**src/rtl/vga_pkg.sv**
```systemverilog
// Shared segment enum, per-pixel pipeline record and default 640x480@60 timing
// for the VGA timing generator.
package vga_pkg;

    typedef enum logic [1:0] {
        VIS  = 2'd0,
        FP   = 2'd1,
        SYNC = 2'd2,
        BP   = 2'd3
    } seg_t;

    localparam int unsigned DEF_H_VIS = 640;
    localparam int unsigned DEF_H_FP  = 16;
    localparam int unsigned DEF_H_SW  = 96;
    localparam int unsigned DEF_H_BP  = 48;
    localparam int unsigned DEF_V_VIS = 480;
    localparam int unsigned DEF_V_FP  = 10;
    localparam int unsigned DEF_V_SW  = 2;
    localparam int unsigned DEF_V_BP  = 33;

    typedef struct packed {
        seg_t h_seg;
        seg_t v_seg;
        logic h_first;
        logic v_first;
    } pix_info_t;

    // Horizontal blanking with vertical VIS: blank, no sync, vblank low.
    localparam pix_info_t PIX_BLANK = '{h_seg: FP, v_seg: VIS, h_first: 1'b0, v_first: 1'b0};

endpackage

```
**src/rtl/vga_axis_fsm.sv**
```systemverilog
// One timing axis: position counter plus its VIS->FP->SYNC->BP segment FSM.
module vga_axis_fsm
    import vga_pkg::*;
#(
    parameter int unsigned VIS_LEN = DEF_H_VIS,
    parameter int unsigned FP_LEN  = DEF_H_FP,
    parameter int unsigned SW_LEN  = DEF_H_SW,
    parameter int unsigned BP_LEN  = DEF_H_BP,
    parameter int unsigned CNT_W   = 11
) (
    input  logic             clk,
    input  logic             reset,
    input  logic             en,
    output logic [CNT_W-1:0] count,
    output logic [1:0]       seg
);

    localparam int unsigned      TOT   = VIS_LEN + FP_LEN + SW_LEN + BP_LEN;
    localparam logic [CNT_W-1:0] LAST  = CNT_W'(TOT - 1);
    localparam logic [CNT_W-1:0] FP_AT = CNT_W'(VIS_LEN);
    localparam logic [CNT_W-1:0] SW_AT = CNT_W'(VIS_LEN + FP_LEN);
    localparam logic [CNT_W-1:0] BP_AT = CNT_W'(VIS_LEN + FP_LEN + SW_LEN);

    seg_t             state, state_nx;
    logic [CNT_W-1:0] count_nx;

    always_ff @(posedge clk) begin
        if (reset) begin
            count <= '0;
            state <= VIS;
        end else if (en) begin
            count <= count_nx;
            state <= state_nx;
        end
    end

    // Decoding the next count keeps segment and position changing on the same edge.
    always_comb begin
        count_nx = (count == LAST) ? '0 : count + 1'b1;
        state_nx = state;
        case (state)
            VIS:  if (count_nx == FP_AT) state_nx = FP;
            FP:   if (count_nx == SW_AT) state_nx = SYNC;
            SYNC: if (count_nx == BP_AT) state_nx = BP;
            BP:   if (count_nx == '0)    state_nx = VIS;
        endcase
    end

    assign seg = state;

endmodule

```
**src/rtl/vga_timing_gen.sv**
```systemverilog
// VGA sync/blank/colour generator; fetch position leads the outputs by LAT+1 clocks.
// Define VGA_TIMING_GEN_PATTERN_EN to add pat_sel and the 8-bar test pattern.
module vga_timing_gen
    import vga_pkg::*;
#(
    parameter int unsigned H_VIS  = DEF_H_VIS,
    parameter int unsigned H_FP   = DEF_H_FP,
    parameter int unsigned H_SW   = DEF_H_SW,
    parameter int unsigned H_BP   = DEF_H_BP,
    parameter int unsigned V_VIS  = DEF_V_VIS,
    parameter int unsigned V_FP   = DEF_V_FP,
    parameter int unsigned V_SW   = DEF_V_SW,
    parameter int unsigned V_BP   = DEF_V_BP,
    parameter bit          HS_POL = 1'b0,
    parameter bit          VS_POL = 1'b0,
    parameter int unsigned COL_W  = 3,
    parameter int unsigned LAT    = 2
) (
    input  logic             clk,
    input  logic             reset,
    input  logic             en,
`ifdef VGA_TIMING_GEN_PATTERN_EN
    input  logic             pat_sel,
`endif
    input  logic [COL_W-1:0] px_r,
    input  logic [COL_W-1:0] px_g,
    input  logic [COL_W-1:0] px_b,
    output logic [10:0]      hcount,
    output logic [9:0]       vcount,
    output logic [COL_W-1:0] red,
    output logic [COL_W-1:0] green,
    output logic [COL_W-1:0] blue,
    output logic             hsync,
    output logic             vsync,
    output logic             blank,
    output logic             vblank,
    output logic             line_start,
    output logic             frame_start
);

    localparam int unsigned H_TOT  = H_VIS + H_FP + H_SW + H_BP;
    localparam logic [10:0] H_LAST = 11'(H_TOT - 1);

`ifdef VGA_TIMING_GEN_PATTERN_EN
    localparam int unsigned BAR_W = H_VIS / 8;
    typedef struct packed {
        pix_info_t  pix;
        logic [2:0] bar;
    } stage_t;
    localparam stage_t STAGE_BLANK = '{pix: PIX_BLANK, bar: 3'd0};
`else
    typedef struct packed {
        pix_info_t pix;
    } stage_t;
    localparam stage_t STAGE_BLANK = '{pix: PIX_BLANK};
`endif

    logic [1:0]       h_seg_raw, v_seg_raw;
    logic             h_wrap;
    stage_t           cur, tap;
    logic             visible;
    logic [COL_W-1:0] col_r, col_g, col_b;

    assign h_wrap = (hcount == H_LAST);

    vga_axis_fsm #(
        .VIS_LEN(H_VIS),
        .FP_LEN (H_FP),
        .SW_LEN (H_SW),
        .BP_LEN (H_BP),
        .CNT_W  (11)
    ) u_h_axis (
        .clk  (clk),
        .reset(reset),
        .en   (en),
        .count(hcount),
        .seg  (h_seg_raw)
    );

    vga_axis_fsm #(
        .VIS_LEN(V_VIS),
        .FP_LEN (V_FP),
        .SW_LEN (V_SW),
        .BP_LEN (V_BP),
        .CNT_W  (10)
    ) u_v_axis (
        .clk  (clk),
        .reset(reset),
        .en   (en & h_wrap),
        .count(vcount),
        .seg  (v_seg_raw)
    );

    always_comb begin
        cur             = '0;
        cur.pix.h_seg   = seg_t'(h_seg_raw);
        cur.pix.v_seg   = seg_t'(v_seg_raw);
        cur.pix.h_first = (hcount == '0);
        cur.pix.v_first = (vcount == '0);
`ifdef VGA_TIMING_GEN_PATTERN_EN
        for (int unsigned k = 1; k < 8; k++) begin
            if (32'(hcount) >= k * BAR_W) cur.bar = 3'(k);
        end
`endif
    end

    // LAT stages here plus the output register give the LAT+1 alignment with px_*.
    if (LAT == 0) begin : g_no_dly
        assign tap = cur;
    end else begin : g_dly
        stage_t dly [LAT];

        always_ff @(posedge clk) begin
            if (reset) begin
                for (int unsigned i = 0; i < LAT; i++) dly[i] <= STAGE_BLANK;
            end else if (en) begin
                dly[0] <= cur;
                for (int unsigned i = 1; i < LAT; i++) dly[i] <= dly[i-1];
            end
        end

        assign tap = dly[LAT-1];
    end

    always_comb begin
        visible = (tap.pix.h_seg == VIS) && (tap.pix.v_seg == VIS);
        col_r   = px_r;
        col_g   = px_g;
        col_b   = px_b;
`ifdef VGA_TIMING_GEN_PATTERN_EN
        if (pat_sel) begin
            col_r = {COL_W{tap.bar[0]}};
            col_g = {COL_W{tap.bar[1]}};
            col_b = {COL_W{tap.bar[2]}};
        end
`endif
    end

    always_ff @(posedge clk) begin
        if (reset) begin
            red         <= '0;
            green       <= '0;
            blue        <= '0;
            hsync       <= !HS_POL;
            vsync       <= !VS_POL;
            blank       <= 1'b1;
            vblank      <= 1'b0;
            line_start  <= 1'b0;
            frame_start <= 1'b0;
        end else if (en) begin
            red         <= visible ? col_r : '0;
            green       <= visible ? col_g : '0;
            blue        <= visible ? col_b : '0;
            hsync       <= (tap.pix.h_seg == SYNC) ? HS_POL : !HS_POL;
            vsync       <= (tap.pix.v_seg == SYNC) ? VS_POL : !VS_POL;
            blank       <= !visible;
            vblank      <= (tap.pix.v_seg != VIS);
            line_start  <= tap.pix.h_first;
            frame_start <= tap.pix.h_first & tap.pix.v_first;
        end
    end

endmodule

```
**config.mk**
```make
export PLATFORM = sky130hd
export DESIGN_NAME = vga_timing_gen
export DESIGN_NICKNAME = d
export VERILOG_FILES = /design/src/rtl/vga_pkg.sv /design/src/rtl/vga_axis_fsm.sv /design/src/rtl/vga_timing_gen.sv
export SDC_FILE = /design/constraint.sdc
export NUM_CORES = 1
export LEC_CHECK = 0
export ABC_AREA = 1
export CORE_AREA = 5 5 66 97
export DETAILED_ROUTE_END_ITERATION = 10
export DIE_AREA = 0 0 71 102
export DONT_BUFFER_PORTS = 1
export PLACE_DENSITY = 0.77
export SYNTH_ARGS = -nofsm -noshare
export SYNTH_HDL_FRONTEND = slang
export SYNTH_HIERARCHICAL = 1
export SYNTH_SLANG_ARGS = --single-unit
export TNS_END_PERCENT = 1
```
**constraint.sdc**
```tcl
create_clock -name clk -period 5.1 [get_ports clk]
set_input_delay 0.765 -clock clk [delete_from_list [all_inputs] [get_ports clk]]
set_output_delay 0.765 -clock clk [all_outputs]
set_load 0.02 [all_outputs]
```
-- Word level (Yosys, flattened, before mapping)
Memories as Yosys holds them, arrays and structs flattened.
Index checks and enable logic that the tools add are counted.
- $add $sub $neg: 2
- equality and inequality tests: 24
- mux-type cells: 24
- bitwise operators: 4
- reduce and logical (&&, ||, !) cells: 13
- operator list (operator ; count):
    $eq 11x10->1 const B ; 4
    $eq 10x9->1 const B ; 3
    $logic_not 11->1 ; 2
    $logic_not 10->1 ; 2
    $mux 2 ; 8
    $ne 2x1->1 const B ; 8
    $pmux 2 s4 ; 2
    $eq 2x2->1 const B ; 6
    $mux 6 ; 2
    $add 11x1->11 const B ; 1
    $mux 11 ; 1
    $add 10x1->10 const B ; 1
    $eq 10x10->1 const B ; 1
    $mux 10 ; 1
    $reduce_and 5->1 ; 2
    $mux 3 ; 3
    $logic_not 2->1 ; 4
    $mux 1 ; 7
    $eq 2x1->1 const B ; 2
    $and 1x1->1 ; 2
    $or 1x1->1 ; 2
    $reduce_bool 2->1 ; 1
    $logic_and 1x1->1 ; 1
    $logic_not 1->1 ; 1
- flip-flop bits (word level): 40
- RAM bits: 12
- input port bits: 12
- output and inout port bits: 36
- word-level logic and storage cells: 81
- memories: 1
- memory list (memory ; words ; width ; rd ports ; clocked after memory_dff ; wr ports ; RTL line ; source):
    g_dly.dly ; 2 ; 6 ; 2 ; 0 ; 2 ; vga_timing_gen.sv:111 ; stage_t dly [LAT];

-- Depth between registers and ports, before layout
- depth after elaboration: 5
- mapped depth: 15

-- Cells and area by module
The synthesis kept the hierarchy.
- modules (own cells, without submodules) (module ; instances ; cells each ; area an instance (µm²) ; sequential area each (µm²)):
    vga_timing_gen ; 1 ; 145 ; 1196.1 ; 660.6
    vga_axis_fsm at u_h_axis ; 1 ; 156 ; 1004.7 ; 260.2
    vga_axis_fsm at u_v_axis ; 1 ; 148 ; 955.9 ; 240.2

-- Worst setup path before layout
Ideal clock, no wire load.
- path kind: input to register
- start point: input en
- end point: register u_v_axis.state[0] (netlist: u_v_axis/seg[0])
- setup time: 0.064 ns
- arrival: 1.887 ns
- required time: 5.036 ns
- slack: 3.149 ns
- stages: 12
- path buffers: 0
- cells stage by stage: nand2_1 nor2_1 nand2_1 nor2_1 inv_1 nor3_1 nor2_1 nor2_4 nand3_2 nand2_1 inv_1 nor2_1
- word-level cells in the longest chain between the ends: 2
- ends and longest elaborated chain (element ; RTL line ; source):
    start: declaration ; vga_timing_gen.sv:21 ; input logic en,
    $and 1x1->1 ; vga_timing_gen.sv:89 ; .en (en & h_wrap),
    $reduce_and 5->1 (no source line) ; -- ;
    end signal: assignment ; vga_axis_fsm.sv:33 ; state <= state_nx;
    end: declaration ; vga_axis_fsm.sv:24 ; seg_t state, state_nx;
No other way between the ends.
A chain may end at the register's enable or synchronous reset.

-- Worst setup path in the final report
- start point: register u_h_axis.count[3]
- end point: register u_v_axis.state[0] (netlist: u_v_axis/seg[0])
- word-level cells in the longest chain between the ends: 3
- ends and longest elaborated chain (element ; RTL line ; source):
    start: declaration ; vga_axis_fsm.sv:14 ; output logic [CNT_W-1:0] count,
    start signal: assignment ; vga_axis_fsm.sv:32 ; count <= count_nx;
    $eq 11x10->1 ; vga_timing_gen.sv:64 ; assign h_wrap = (hcount == H_LAST);
    $and 1x1->1 ; vga_timing_gen.sv:89 ;
    $reduce_and 5->1 (no source line) ; -- ;
No other way between the ends.

==> out/metrics.csv <==
stage,metric,value,unit
synth,syn-instance-count,449,
sta,fin_worst_skew,0.008456,ns
clock_network,tritoncts.num_buffers,5,
worst_hold_path,min-delay-path-class,flop to flop,
synth,syn_avg_cell_area,7.031,um^2
clock_network,clock_h_tree_levels,2,
clock_network,worst_skew_pair.late_latency,0.31,ns
worst_setup_path,worstPathCellList,nand2_1 -> nor2_1 -> nand2_1 -> nor2_1 -> inv_1 -> nor3_1 -> nor2_1 -> nor2_4 -> nand4_1 -> nand2_1 -> nor2_1,
synth,synth_seq_cells,52,
drt,drt_first_iter_violations,150,
pwr,pwr_density_cell,232.3,nW/um^2
drt,vias,2727,
floorplanning,die-area,7242,um^2
worst_setup_path,cp_data_arrival_time,2.74,ns
drt,detailed_routing_iteration_count_for_the_pre_antenna_repair_pass,4,
final_layout,mostFrequentLayoutCells,"sky130_fd_sc_hd__nand2_1 (113), sky130_fd_sc_hd__inv_1 (68), sky130_fd_sc_hd__nor2_1 (58), sky130_fd_sc_hd__dfxtp_1 (40), sky130_fd_sc_hd__a21oi_1 (21)",
clock_network,clk_pin_slew,0.10,ns
synth,ys_seq_area_frac,0.3678,
clock_network,cts_resized,0,
worst_setup_path,req_time_crit_path,5.31,ns
final_layout,num_antenna_cells,0,
sta,fmax,395.9,MHz
drt,remaining_drc_errors,0,
final_layout,layout.core_utilization,0.6031,
clock_network,clock-sinks,52,
worst_setup_path,critical_path.max_fanout,16,
worst_setup_path,path_class,flop to flop,
worst_setup_path,startpoint_type,flop,
drt,drt-total-wl,6.826,mm
pwr,leakage,0.001450,uW
grt,globalRouteOverflowTotal,0,
worst_setup_path,timing.rr.start,u_h_axis/count[3],
sta,finalSetupViolCount,0,
synth,post_synth_num_cell_types,32,
worst_setup_path,r2r_setup_slack,2.57,ns
grt,grt_pass1_vias,2648,
final_layout,layout.filler_cells,522,
grt,groute.layer.met1.usage,0.2051,
floorplanning,floorplan.initialDensity,0.5792,
outcome,status,completed,
grt,grt_util_all_layers,0.1978,
clock_network,clock_tree.buffer_depth,2,
synth,netlist_area,3157,um^2
grt,use_met3,0.04528,
final_layout,multi_input_comb_area,1665,um^2
final_layout,mostFrequentLayoutCell,sky130_fd_sc_hd__nand2_1,
final_layout,post_route_cells_drive_above_1_share,0.1203,
sta,maxSlewHeadroom,0.4590,
grt,groute.layer.met2.usage,0.3774,
placed_design,detailedPlacementHpwl,5.345,mm
final_layout,layout.area.seq,1161,um^2
final_layout,syn2layout_area_growth,4.122,%
placed_design,io_buffer_count,0,
drt,ant_nets,0,
sta,totalNegativeSetupSlack,0,ns
floorplanning,core,5450,um^2
worst_setup_path,critical_path.startpoint,u_h_axis/count[3],
drt,avgViaCountPerCell,5.254,
worst_hold_path,worstHoldStart,g_dly.dly[0][7],
floorplanning,die_boundary_height,102,um
placed_design,cell_count_after_placement,511,
sta,worst_path_setup_slack_after_routing,2.574,ns
sta,report.final.slew_viol_count,0,
sta,layout_worst_path_cycle_share,0.4953,
pwr,irDropWorstVdd,153.9,uV
sta,layout_min_cycle_time,2.526,ns
placed_design,pre_cts_ws,2.498,ns
grt,antenna_found_initial,0,
drt,avgRoutedWirePerCell,13.15,um
placed_design,place.gp.congestion,0.9049,
grt,grt_max_degree,27,
synth,synth_fp_nets,474,
clock_network,clock_tree.root_cell,sky130_fd_sc_hd__clkbuf_8,
floorplanning,floorplan.die.width,71,um
floorplanning,boundary_pin_count,48,
worst_setup_path,worst_path_max_delay_cell,sky130_fd_sc_hd__nor2_1,
grt,grt_pass1_wl,11.60,mm
final_layout,stdcell_count,519,
worst_setup_path,end_kind,flop,
final_layout,design.final.nets,473,
sta,timing_worst_slew_pin_value,0.8085,ns
clock_network,cts_tree,done,
sta,rsz0062_at_grt,no,
synth,ys.warnings.count,6,
worst_setup_path,cp_slowest_stage_delay,0.62,ns
clock_network,post_cts.repair.setup_buffers,0,
clock_network,cts_hold_buf,0,
flow_run,timing.max_cap.violations,0,
floorplanning,rows,33,
grt,grt_most_used_layer,met2,
worst_setup_path,cpMostUsedCell,sky130_fd_sc_hd__nor2_1,
sta,hold_viol_final,0,
==> registers in the layout (all words and copies together) (netlist names) <==
register and count:
g_dly.dly 12, green 3, frame_start 1, u_v_axis/count 10, line_start 1, vsync 1, blank 1, u_v_axis/seg 2
red 3, u_h_axis/seg 2, vblank 1, u_h_axis/count 11, hsync 1, blue 3
==> layer usage <==
layer  up-vias  part of all wire
li1       1409                 -
met1      1233              0.38
met2        69              0.53
met3        16             0.060
met4         0             0.028
met5         -                 0
==> cell usage after synthesis (all sizes together) <==
cell | count | area [um^2]
a211oi | 4 | 30.03
clkbuf | 4 | 15.01
nor3 | 4 | 20.02
nand2 | 128 | 523.0
o21ai | 25 | 140.1
clkinv | 2 | 7.510
a21oi | 21 | 105.1
or3 | 1 | 6.260
o21bai | 2 | 22.52
dfxtp | 40 | 800.8
ha | 13 | 162.7
nand4 | 15 | 93.84
buf | 4 | 37.53
nand3 | 24 | 165.2
inv | 72 | 270.3
nand3b | 1 | 7.510
or2 | 3 | 18.77
edfxtp | 12 | 360.4
nor2 | 74 | 370.4
==> metrics by stage <==
step	hold WS, ns	total power (uW)	cell area (um^2)
floorplan	0.4382	515.0	3157
global placement	0.4541	523.9	3192
detailed placement	0.4589	525.5	3192
CTS	0.4830	772.2	3287
global route	0.5095	799.1	3287
finish	0.4805	763.4	3287
==> logic make-up after synthesis <==
kind of cell,share of synthesized area
and+or+nand+nor,0.3817
buffers and inverters,0.1046
AOI/OAI and AO/OA,0.09433
DFF,0.3678
adders and majority gates,0.05153
==> critical path, delay by kind of cell, from the launching register on <==
kind	cells	cell delay [ns]
flops	1	0.61
simple gates	10	1.55
buf+inv	1	0.27
==> cell type report <==
type,count,area share
tap,70,0.02665
multi-input combinational,315,0.5067
clock buffer,5,0.02094
sequential,52,0.3533
clock inverter,3,0.007994
inverter,74,0.08451
==> path summary, 6_finish.rpt <==
kind,end,cells past startpoint
worst max-delay path,u_v_axis/seg[0],11
worst min-delay path,line_start,2
worst max register to register,u_v_axis/seg[0],11
worst min register to register,line_start,2
==> power breakdown <==
part	total [uW]	switching [uW]	internal [uW]
Combinational	55.2	37.0	18.2
Sequential	460	25.7	434
Clock	248	147	101
Total	763	209	554
Power figures use the tool's default switching activity.
==> patch 1 (same flow settings) <==
Change the parameter `LAT` from 2 to 4.
--- a/src/rtl/vga_timing_gen.sv
+++ b/src/rtl/vga_timing_gen.sv
@@ -15,5 +15,5 @@
     parameter bit          VS_POL = 1'b0,
     parameter int unsigned COL_W  = 3,
-    parameter int unsigned LAT    = 2
+    parameter int unsigned LAT    = 4
 ) (
     input  logic             clk,
Check against the original RTL: not equivalent (Yosys sat finds a counterexample within 4 cycles, from zero or initial values and one cycle with reset high).
==> patch 1 against the unedited design <==
  * Sequential power rose by 25%
  * Hold slack got worse by 0.0029 ns
  * Synthesized area rose by 13%
  * Highest routed layer unchanged
  * Via count rose by 8.0%
  * Die area did not move
  * Clock skew barely moved
  * Total power rose by 38%
  * First-iteration DRC count rose by 69%
  * Clock power rose by 70%
  * Routed wire length rose by 5.8%
  * Sequential cell count rose by 12
  * Design area rose by 16%
  * Worst setup slack got worse by 0.0043 ns
==> patch 1: results (changes against the unedited design) <==
* Gpl congestion at 0.880 (-2.8%)
* Sequential fraction of the synthesis area at 42.6% (+5.8 points)
* Hold_sp: g_dly.dly[3][0]
* Cell variety after synth at 32 (unchanged)
* Synth top area cells: dfxtp_1 (22%), edfxtp_1 (20%), nand2_1 (11%)
* Leakage power at 1.62 nW (+11%)
* Wire per inst at 12.8 um (-2.5%)
* Initial antenna violation count at 0 (unchanged)
* CTS-repair resized insts at 0 (unchanged)
* HP Class: flop to flop
* Commonest cells in the netlist: nand2_1 (105), inv_1 (81), nor2_1 (73)
* Max incr delay on CP at 0.62 ns (about the same)
* Number of synthesized flops with an enable pin at 24 (+12)
* DR vias at 2945 (+8.0%)
* Share of cells above drive strength 1 at 12.0% (-0.059 points)
* Max cap viols at 0 (unchanged)
* Crit path arrival time at 2.82 ns (+0.08 ns)
* Max Clock Skew at 0.00849 ns (+0.0000383 ns)
* DRC viols at 0 (unchanged)
* R2r endpoint: u_v_axis/seg[0]
* First-pass GRT wire length at 12.4 mm (+7.3%)
* Clock slew at reported path FFs at 0.07 ns (-0.03 ns)
* Synth async-reset ratio at 0% (unchanged)
* H-tree Lvls at 3 (+1)
* CTS Buffer Depth at 2 (unchanged)
* Top delay family on crit path: simple AND/OR/NAND/NOR gates
* Synthesis Warnings at 6 (unchanged)
* Port bufs at 0 (unchanged)
* CP max-delay cell: nor2_1
* GRT Util Overall at 21.6% (+1.8 points)
* Total iterations of the first detailed-routing run at 4 (unchanged)
* Clock root cell: clkbuf_8
* R2R Setup Slk at 2.57 ns (about the same)
* Clk_lat worst skew at 0.35 ns (+0.04 ns)
* Worst Reg-to-Reg Cells at 12 (+1)
* Ant diodes at 0 (unchanged)
* CTS Buf Count at 9 (+4)
* DRT iter0 DRCs at 253 (+69%)
* Largest net degree at the start of global routing at 35 (+30%)
* Postcts setup bufs at 0 (unchanged)
* Peak supply drop at 175 uV (+13%)
* Kind of end point of the critical path: flop
* Critical Path Source: u_h_axis/count[3]
* Biggest regs: g_dly.dly x24, u_h_axis/count x11, u_v_axis/count x10
* Outcome: complete, no violations
* Top_reg_cell synth: dfxtp_1
* Worst setup endpoint: u_v_axis/seg[0]
* Least-Margin Pin Slew at 0.936 ns (+0.127 ns)
* Worst Path Max Fanout at 16 (unchanged)
* # fillers at 474 (-9.2%)
* Vias in the first global route at 2755 (+4.0%)
* Mapped Nets at 510 (+7.6%)
* DP Wirelength at 5.25 mm (-1.8%)
[patch 1: worst min path at each step]
stage / cells after the start / end
5_1_grt: 1 / u_h_axis/count[2]
6_report: 2 / frame_start
4_1_cts: 1 / u_h_axis/count[2]
3_3_place_gp: 2 / line_start
2_1_floorplan: 2 / line_start
3_5_place_dp: 2 / frame_start
[patch 1: power by group]
group	total, W	switching (W)	internal [W]
Combinational	0.0000572	0.0000381	0.0000190
Sequential	0.000573	0.0000246	0.000548
Clock	0.000421	0.000198	0.000223
Total	0.00105	0.000261	0.000790
[patch 1: logic make-up (layout without fill, tap and decap cells)]
kind of cell    count (synthesis)  count (layout)  share of synthesized area (%)
simple gates                  253             253                           32.9
buf+inv                        94             102                           10.3
flops                          64              64                           42.6
fa+ha+maj                      13              13                           4.55
compound gates                 61              61                           9.59
[patch 1: layout make-up]
| cell class | instances | area, sq um | area share (%) |
|---|---|---|---|
| inverter | 86 | 323 | 8.49 |
| tap | 70 | 87.6 | 2.30 |
| clock inverter | 6 | 60.1 | 1.58 |
| multi-input combinational | 327 | 1680 | 44.3 |
| sequential | 64 | 1520 | 40.0 |
| clock buffer | 10 | 128 | 3.36 |
[patch 1: stage by stage]
stage	setup slack, ns	power [W]	hold slack (ns)	std cells
6_report	2.57	0.00105	0.478	563
5_1_grt	2.26	0.00109	0.471	563
4_1_cts	2.56	0.00106	0.476	563
3_5_place_dp	2.46	0.000641	0.475	547
3_3_place_gp	2.61	0.000640	0.458	547
2_1_floorplan	3.00	0.000631	0.438	485
[patch 1: worst reg2reg max path: cells and delay by family, from the launching register on]
kind	cells	cell delay (ns)
simple gates	10	1.57
flops	1	0.59
buf+inv	2	0.32
[patch 1: per-layer routing]
layer | up-vias | routed length, um | GRT usage (%) | part of all wire [%]
li1 | 1524 | - | - | -
met1 | 1327 | 2970 | 24.3 | 41
met2 | 79 | 3760 | 37.9 | 52
met3 | 15 | 355 | 5.81 | 4.9
met4 | 0 | 144 | 10.3 | 2.0
met5 | - | 0 | 0 | 0
==> patch 2 (same settings) <==
Without the edit above. Add an input register stage for `px_b`, without a reset; this delays it by one clock. The other inputs are not delayed to match.
--- a/src/rtl/vga_timing_gen.sv
+++ b/src/rtl/vga_timing_gen.sv
@@ -41,4 +41,10 @@
     localparam int unsigned H_TOT  = H_VIS + H_FP + H_SW + H_BP;
     localparam logic [10:0] H_LAST = 11'(H_TOT - 1);
+
+    logic [COL_W-1:0] px_b_q;
+
+    always_ff @(posedge clk) begin
+        px_b_q <= px_b;
+    end
 
 `ifdef VGA_TIMING_GEN_PATTERN_EN
@@ -127,5 +133,5 @@
         col_r   = px_r;
         col_g   = px_g;
-        col_b   = px_b;
+        col_b   = px_b_q;
 `ifdef VGA_TIMING_GEN_PATTERN_EN
         if (pat_sel) begin
Check against the original RTL: not equivalent (Yosys sat finds a counterexample within 4 cycles, from zero or initial values and one cycle with reset high).
==> patch 2 against the unedited design <==
  * Routed wire length down 4.0%
  * First-iteration DRC count shrank 31%
  * Worst setup slack worse by 0.028 ns
  * Die area is the same
  * Design area grew 0.27%
  * Total power rose by 3.3%
  * Sequential cell count grew 3
  * Synthesized area rose by 0.28%
  * Hold slack got worse by 0.020 ns
  * Cell count shrank 0.19%
  * Largest power group unchanged
  * Highest routed layer unchanged
==> patch 2: results (changes against the unedited design) <==
* Crit path arrival time at 2.80 ns (+0.06 ns)
* WL met1 at 2.69 mm (+3.0%)
* Worst rel slew slack at 46.5% (+0.64 points)
* DRT iter0 DRCs at 103 (-31%)
* Vias per inst at 5.22 (-0.62%)
* DP Wirelength at 5.05 mm (-5.5%)
* Largest net degree at the start of global routing at 26 (-3.7%)
* Met2 WL at 3.41 mm (-5.6%)
* Share of cells above drive strength 1 at 9.15% (-2.9 points)
* Sequential fraction of the synthesis area at 38.6% (+1.8 points)
* Initial antenna violation count at 0 (unchanged)
* Clk_lat worst skew at 0.31 ns (about the same)
* GRT Util Overall at 19.4% (-0.39 points)
* # fillers at 530 (+1.5%)
* Clock slew at reported path FFs at 0.10 ns (about the same)
* Max Clock Skew at 0.0109 ns (+0.00247 ns)
* Outcome: complete, no violations
* H-tree Lvls at 2 (unchanged)
* Vias in the first global route at 2603 (-1.7%)
* Ant diodes at 0 (unchanged)
* Peak supply drop at 130 uV (-16%)
* Commonest cells in the netlist: nand2_1 (113), inv_1 (67), nor2_1 (61)
* Leakage power at 1.43 nW (-1.5%)
* Routed Wire Length at 6.55 mm (-4.0%)
* Cell variety after synth at 33 (+3.1%)
* CP max-delay cell: dfxtp_1
* Gpl congestion at 0.850 (-6.1%)
* Critical Path Source: u_h_axis/count[0]
* Synth top area cells: dfxtp_1 (27%), nand2_1 (13%), edfxtp_1 (11%)
* R2R Setup Slk at 2.55 ns (-0.03 ns)
* First-pass GRT wire length at 11.5 mm (-1.1%)
[patch 2: logic make-up after synthesis]
group | synth area share, %
compound gates | 9.45
xor+xnor | 0.277
flops | 38.6
fa+ha+maj | 5.53
buf+inv | 10.0
simple gates | 36.2
[patch 2: worst min-delay path, cell delays in order, from the launching register on]
cell,delay (ns)
dfxtp_1,0.31
nand4_1,0.07
nand2_1,0.04
[patch 2: cell type report]
cell class / instances / area share [%]
multi-input combinational: 314 / 49.4
sequential: 55 / 37.1
inverter: 71 / 8.09
tap: 70 / 2.66
clock buffer: 5 / 2.09
clock inverter: 3 / 0.721
[patch 2: per-stage QoR]
step           hold WS [ns]  utilization, %  std cells  area, sq um  worst slack (ns)
2_1_floorplan         0.434               -        448         3170              3.15
3_3_place_gp          0.438            58.8        510         3200              2.62
3_5_place_dp          0.455            58.8        510         3200              2.52
4_1_cts               0.462            60.5        518         3300              2.55
5_1_grt               0.450            60.5        518         3300              2.24
6_report              0.461            60.5        518         3300              2.55
[patch 2: worst min-delay path by stage]
stage	startpoint	end	slack, ns	depth (start not counted)
2_1_floorplan	col_b[2]	blue[2]	0.43	2
3_3_place_gp	col_b[2]	blue[2]	0.44	2
3_5_place_dp	col_b[2]	blue[2]	0.45	2
4_1_cts	px_b[1]	col_b[1]	0.46	0
5_1_grt	px_b[2]	col_b[2]	0.45	0
6_report	col_b[2]	blue[2]	0.46	2
[patch 2: power breakdown]
part	internal (W)	switching, W
Sequential	0.000460	0.0000281
Clock	0.000101	0.000146
Combinational	0.0000183	0.0000354
[patch 2: layer usage]
| layer | vias up | track usage [%] |
|---|---|---|
| met4 | 0 | 5.93 |
| li1 | 1411 | - |
| met5 | - | 0 |
| met3 | 6 | 3.74 |
| met1 | 1227 | 22.4 |
| met2 | 61 | 36.0 |
